### src/rtl/k_rctl_t3.sv
// Read-side controller for the dual-clock gray-pointer FIFO: read pointers, RAM read address,
// registered empty/almost-empty/occupancy. Define K_RCTL_UFLOW_EN to add the sticky underflow flag.
module k_rctl_t3 #(
    parameter int addr_size = 4,
    parameter int aempty_th = 2
) (
    input  logic                 rclk,
    input  logic                 rrst_n,
    input  logic [addr_size:0]   rq2_wptr,
    input  logic                 rget,
    output logic [addr_size-1:0] raddr,
    output logic [addr_size:0]   rptr,
    output logic                 rempty,
    output logic                 raempty,
    output logic [addr_size:0]   rcount
`ifdef K_RCTL_UFLOW_EN
    ,
    input  logic                 rerr_clr,
    output logic                 rerr_uflow
`endif
);

    localparam logic [addr_size:0] AE_TH = (addr_size + 1)'(aempty_th);

    logic [addr_size:0] rbin;
    logic [addr_size:0] rbin_next;
    logic [addr_size:0] rgray_next;
    logic [addr_size:0] wbin;
    logic [addr_size:0] cnt_next;
    logic               rinc;

    assign rinc       = rget & ~rempty;
    assign rbin_next  = rbin + {{addr_size{1'b0}}, rinc};
    assign rgray_next = (rbin_next >> 1) ^ rbin_next;
    assign raddr      = rbin[addr_size-1:0];

    // Gray to binary: each bit is the XOR of all gray bits at or above it.
    always_comb begin
        wbin = '0;
        wbin[addr_size] = rq2_wptr[addr_size];
        for (int i = addr_size - 1; i >= 0; i--) begin
            wbin[i] = wbin[i+1] ^ rq2_wptr[i];
        end
    end

    // Modulo subtraction keeps occupancy correct across the pointer wrap.
    assign cnt_next = wbin - rbin_next;

    always_ff @(posedge rclk or negedge rrst_n) begin
        if (!rrst_n) begin
            rbin    <= '0;
            rptr    <= '0;
            rempty  <= 1'b1;
            raempty <= 1'b1;
            rcount  <= '0;
        end else begin
            rbin    <= rbin_next;
            rptr    <= rgray_next;
            rempty  <= (rgray_next == rq2_wptr);
            raempty <= (cnt_next <= AE_TH);
            rcount  <= cnt_next;
        end
    end

`ifdef K_RCTL_UFLOW_EN
    // Set wins over clear so an underflow in the clearing cycle is not lost.
    always_ff @(posedge rclk or negedge rrst_n) begin
        if (!rrst_n) begin
            rerr_uflow <= 1'b0;
        end else if (rget && rempty) begin
            rerr_uflow <= 1'b1;
        end else if (rerr_clr) begin
            rerr_uflow <= 1'b0;
        end
    end
`endif

endmodule

### config.mk
export PLATFORM = sky130hd
export DESIGN_NAME = k_rctl_t3
export DESIGN_NICKNAME = d
export VERILOG_FILES = /design/src/rtl/k_rctl_t3.sv
export SDC_FILE = /design/constraint.sdc
export NUM_CORES = 1
export LEC_CHECK = 0
export CORE_UTILIZATION = 40
export DETAILED_ROUTE_END_ITERATION = 8
export GPL_TIMING_DRIVEN = 0
export PLACE_DENSITY_LB_ADDON = 0.15
export SLEW_MARGIN = 20
export SYNTH_ARGS = -nofsm -noshare
export SYNTH_HDL_FRONTEND = slang
export SYNTH_SLANG_ARGS = --single-unit
### constraint.sdc
create_clock -name rclk -period 5.5 [get_ports rclk]
set_clock_uncertainty 0.1 [all_clocks]
set_input_delay 1.65 -clock rclk [delete_from_list [all_inputs] [get_ports rclk]]
set_output_delay 1.65 -clock rclk [all_outputs]
set_load 0.02 [all_outputs]
==> impl.org, run 1 <==
** Yosys
- Post-Syn Instances :: 69
- Yosys cell types :: 21
- Ranked by total cell area, the synthesized netlist is headed by sky130_fd_sc_hd__dfrtp_1 40%, sky130_fd_sc_hd__xnor2_1 15%, sky130_fd_sc_hd__ha_1 8.6%, sky130_fd_sc_hd__dfstp_2 6.0%, sky130_fd_sc_hd__xor2_1 6.0%.
- Netlist area before placement :: approximately 870 um2
- Dominant cell type by area after synthesis :: sky130_fd_sc_hd__dfrtp_1
- Dividing the synthesized area by the synthesized cell count gives between 10 and 15 um2.
- For this run, the number of Yosys warnings is 0.
- Summed over its instances, the top area cell type makes up 40.06% of the synthesized netlist area.
- Number of nets produced by synthesis :: 84
- Total of flip-flops plus latches after synthesis :: 16
- Summing the sequential cell areas from Yosys gives 46.07% of the chip area.

** CTS
- Buffer count from post-CTS setup fixing :: 0
- Number of buffers added by the clock tree synthesis step :: 3
- Once the clock tree was built, the resizer swapped 0 gates to a different size.
- CTS tree :: done
- After clock tree synthesis, the clock-pin slew on the worst setup and hold paths is 0.10 ns.
- The tree built by TritonCTS fans out to 16 sinks.
- Source-to-sink clock delay at the later pin of the worst-skew pair :: 0.28 ns
- Hold repair after CTS inserted 0 buffers.
- Clock tree synthesis selected as its root buffer the cell sky130_fd_sc_hd__clkbuf_4.
- Clk buf depth :: 2
- In this run the number of H-tree levels came out at 1.

** Detailed routing
- Wire length per cell after detailed routing :: 12.07 um
- The detailed router finished its first iteration with 7 violations.
- Remaining design rule violation count :: 0
- After detailed routing, the total wire length is between 1000 and 1500 um.
- Count of nets left with antenna violations after detail routing :: 0
- The detailed router placed 566 vias in this run.
- Average via count per standard cell :: between 4 and 5
- For this run, the detailed router's first-pass iteration total came to 4.

** GRT
- Via count of the first global-routing pass :: 558
- Global-route congestion overflow total :: 0
- Largest net degree at the start of global routing :: 17
- Initial antenna violation count :: 0
- The first global-routing pass estimated 2518 um of wire.
- Overall global routing resource usage :: approximately 14%

** Power and ir drop
- Summed over all cells, the static leakage comes to 0.5188 nW.
- Total power per unit cell area :: 743.4 nW/um2
- Max VDD drop :: ~410 uV

** Setup path
- WP data arrival :: between 4 and 5 ns
- The worst register-to-register path has a depth of 9.
- By startpoint and endpoint, the worst setup path is classified as input port to flop.
- The worst register-to-register path begins at rempty.
- Critical Path Source :: rq2_wptr[4]
- Worst reg2reg endpoint :: raempty
- Crit path capture type :: flop
- STA classifies the critical path startpoint as an input port.
- In this run the worst setup path terminates at raempty.
- Critical path peak fanout :: 3
- STA puts the critical path data required time at approximately 5.6 ns.
- The setup check on the worst reg-to-reg path leaves a slack of 2.88 ns.

** Cells and area
- The area growth from synthesis to layout is 34.34%.
- Design Area, Final :: about 1200 um2
- Fraction of final layout cells with drive strength greater than 1 :: 10.42%
- # diodes :: 0
- Total area of sequential cells :: 402.9 um2
- The layout has approximately 180 filler cells.
- Summing all multi-input logic gate instances after layout gives between 400 and 500 um2.
- The net count of the finished layout is between 100 and 150.

** STA
- Worst rel slew slack :: about 52%
- Number of hold-slack violations in the final timing report :: 0
- Final-report setup violation count :: 0
- Slew Limit Fails :: 0
- Final critical path time including I/O delays and setup :: approximately 4.4 ns
- Portion of the clock cycle consumed by the worst path in the final layout :: 79.70%
- Max Fclk :: approximately 230 MHz
- After routing, the total negative slack on setup checks comes to 0 ns.
- Setup repair after global routing left no endpoint under its margin.
- For the pin with the worst max-slew slack, the measured transition is roughly 0.71 ns.

** Placement
- Detailed placement ended at an HPWL of 1167 um.
- The congestion estimate from routability-driven global placement came to 0.7342.
- Input and output buffers added on the ports amount to 23.
- Total cell area at the placement stage :: between 1000 and 1500 um2

** Floorplan
- Once the floorplan was initialized, standard cells occupied 43.69% of the core.
- Height of the chip :: 48.76 um
- Core area :: 2002 um2
- # IOs :: 24
- DIE AREA :: around 2400 um2
- In this run the horizontal extent of the chip is 48.76 um.
- FP Rows :: 16

** Job
- Number of max-cap violations :: 0

** Run status
- Run status :: finished, final reports clean

** Hold path
- Hold WC Path Type :: flop to flop
-- how the worst min path moves through the flow --
stage,start,to,cells past startpoint
floorplan,rbin[4],rbin[4],1
global placement,rbin[4],rbin[4],1
detailed placement,rbin[4],rbin[4],1
global route,rbin[3],rptr[2],1
finish,rbin[4],rbin[4],1
CTS,rbin[4],rbin[4],1
-- power breakdown --
group          switching, mW  internal (mW)  total, mW
Sequential            0.0253          0.186      0.211
Combinational          0.299          0.284      0.584
Clock                 0.0383         0.0403     0.0786
-- metrics by stage --
step	total power, mW	utilization (%)	worst slack, ns	std cells	hold slack, ns
floorplan	0.6218	-	1.547	69	0.5657
global placement	0.7943	56.88	0.8365	119	0.4561
detailed placement	0.8036	56.88	0.7865	119	0.4612
CTS	0.8843	58.69	1.088	123	0.4748
global route	0.9431	58.69	0.9112	123	0.5097
finish	0.8734	58.69	1.116	123	0.4768
-- layout make-up --
type                    instances  share of cell area (%)
flip-flops and latches         16                   34.29
multi-input cells              45                   36.95
well taps                      27                   2.875
inverters                       6                   1.917
clock buffers                   4                   3.088
plain buffers                   2                   1.278
repair buffers                 23                   19.60
-- state kept, by name (all words and copies together) (netlist names) --
| name | flops |
|---|---|
| raempty | 1 |
| rbin | 5 |
| rcount | 5 |
| rempty | 1 |
| rptr | 4 |
-- per-layer routing --
layer | vias up | routed length (um) | share of wire [%] | global-route usage, %
met3 | 2 | 58 | 3.9 | 3.145
met1 | 272 | 703 | 47 | 18.11
li1 | 281 | - | - | -
met4 | 0 | 23 | 1.5 | 8.824
met5 | - | 0 | 0 | 0
met2 | 11 | 698 | 47 | 21.53
-- worst max-delay path, cell delays in order --
cell	delay [ns]
sky130_fd_sc_hd__clkdlybuf4s50_1	0.53
sky130_fd_sc_hd__xor3_2	0.50
sky130_fd_sc_hd__xor2_1	0.32
sky130_fd_sc_hd__xnor2_1	0.17
sky130_fd_sc_hd__ha_1	0.16
sky130_fd_sc_hd__inv_1	0.06
sky130_fd_sc_hd__fa_1	0.41
sky130_fd_sc_hd__a31oi_1	0.21
sky130_fd_sc_hd__xnor2_1	0.12
sky130_fd_sc_hd__a2111oi_2	0.34
-- cells by family after synthesis --
| logic type | count (synthesis) | share of synthesized area, % |
|---|---|---|
| simple gates | 8 | 5.866 |
| flops | 16 | 46.07 |
| xor+xnor | 23 | 26.61 |
| compound gates | 7 | 6.294 |
| fa+ha+maj | 7 | 10.87 |
| buf+inv | 8 | 4.291 |
-- synth_stat cells --
master and number:
sky130_fd_sc_hd__a311oi_1 1, sky130_fd_sc_hd__dfrtp_1 14, sky130_fd_sc_hd__xnor2_1 15, sky130_fd_sc_hd__a2111oi_2 1, sky130_fd_sc_hd__nand3_1 2, sky130_fd_sc_hd__nand4_1 1, sky130_fd_sc_hd__dfstp_2 2, sky130_fd_sc_hd__buf_4 2
sky130_fd_sc_hd__nor2b_1 2, sky130_fd_sc_hd__a21oi_1 2, sky130_fd_sc_hd__a31oi_1 1, sky130_fd_sc_hd__xor3_2 1, sky130_fd_sc_hd__xor3_1 1, sky130_fd_sc_hd__nand2_1 1, sky130_fd_sc_hd__and4b_1 1, sky130_fd_sc_hd__inv_1 6
sky130_fd_sc_hd__and3b_1 1, sky130_fd_sc_hd__fa_1 1, sky130_fd_sc_hd__xor2_1 6, sky130_fd_sc_hd__a21o_1 2, sky130_fd_sc_hd__ha_1 6
-- layout by cell type (no fill, tap or decap) --
cell type and count:
sky130_fd_sc_hd__and4b_1 1, sky130_fd_sc_hd__nor2b_1 2, sky130_fd_sc_hd__xor2_1 6, sky130_fd_sc_hd__clkdlybuf4s50_1 23, sky130_fd_sc_hd__a311oi_1 1, sky130_fd_sc_hd__dfrtp_1 14, sky130_fd_sc_hd__nand3_1 2, sky130_fd_sc_hd__a2111oi_2 1
sky130_fd_sc_hd__a31oi_1 1, sky130_fd_sc_hd__clkbuf_4 3, sky130_fd_sc_hd__a21o_1 2, sky130_fd_sc_hd__and3b_1 1, sky130_fd_sc_hd__xor3_2 1, sky130_fd_sc_hd__a21oi_1 2, sky130_fd_sc_hd__dfstp_2 2, sky130_fd_sc_hd__ha_1 6
sky130_fd_sc_hd__clkbuf_8 1, sky130_fd_sc_hd__buf_4 2, sky130_fd_sc_hd__xor3_1 1, sky130_fd_sc_hd__xnor2_1 15, sky130_fd_sc_hd__nand2_1 1, sky130_fd_sc_hd__fa_1 1, sky130_fd_sc_hd__nand4_1 1, sky130_fd_sc_hd__inv_1 6
Power figures use the tool's default switching activity.
==> inputs of run 2 (changes only) <==
clock period = 4.6 ns   (was 5.5 ns; I/O delays follow)
==> results of run 2 <==
Same layout as run 1 (identical final DEF). Status: finished, final reports clean.
Main changes from that run: setup slack after placement 0.7865 ns -> 0.1565 ns; setup slack after layout 1.116 ns -> 0.4865 ns; register-to-register setup slack 2.88 ns -> 1.98 ns; total power 0.8734 mW -> 1.044 mW; worst IR drop on VDD 411.8 uV -> 492.3 uV
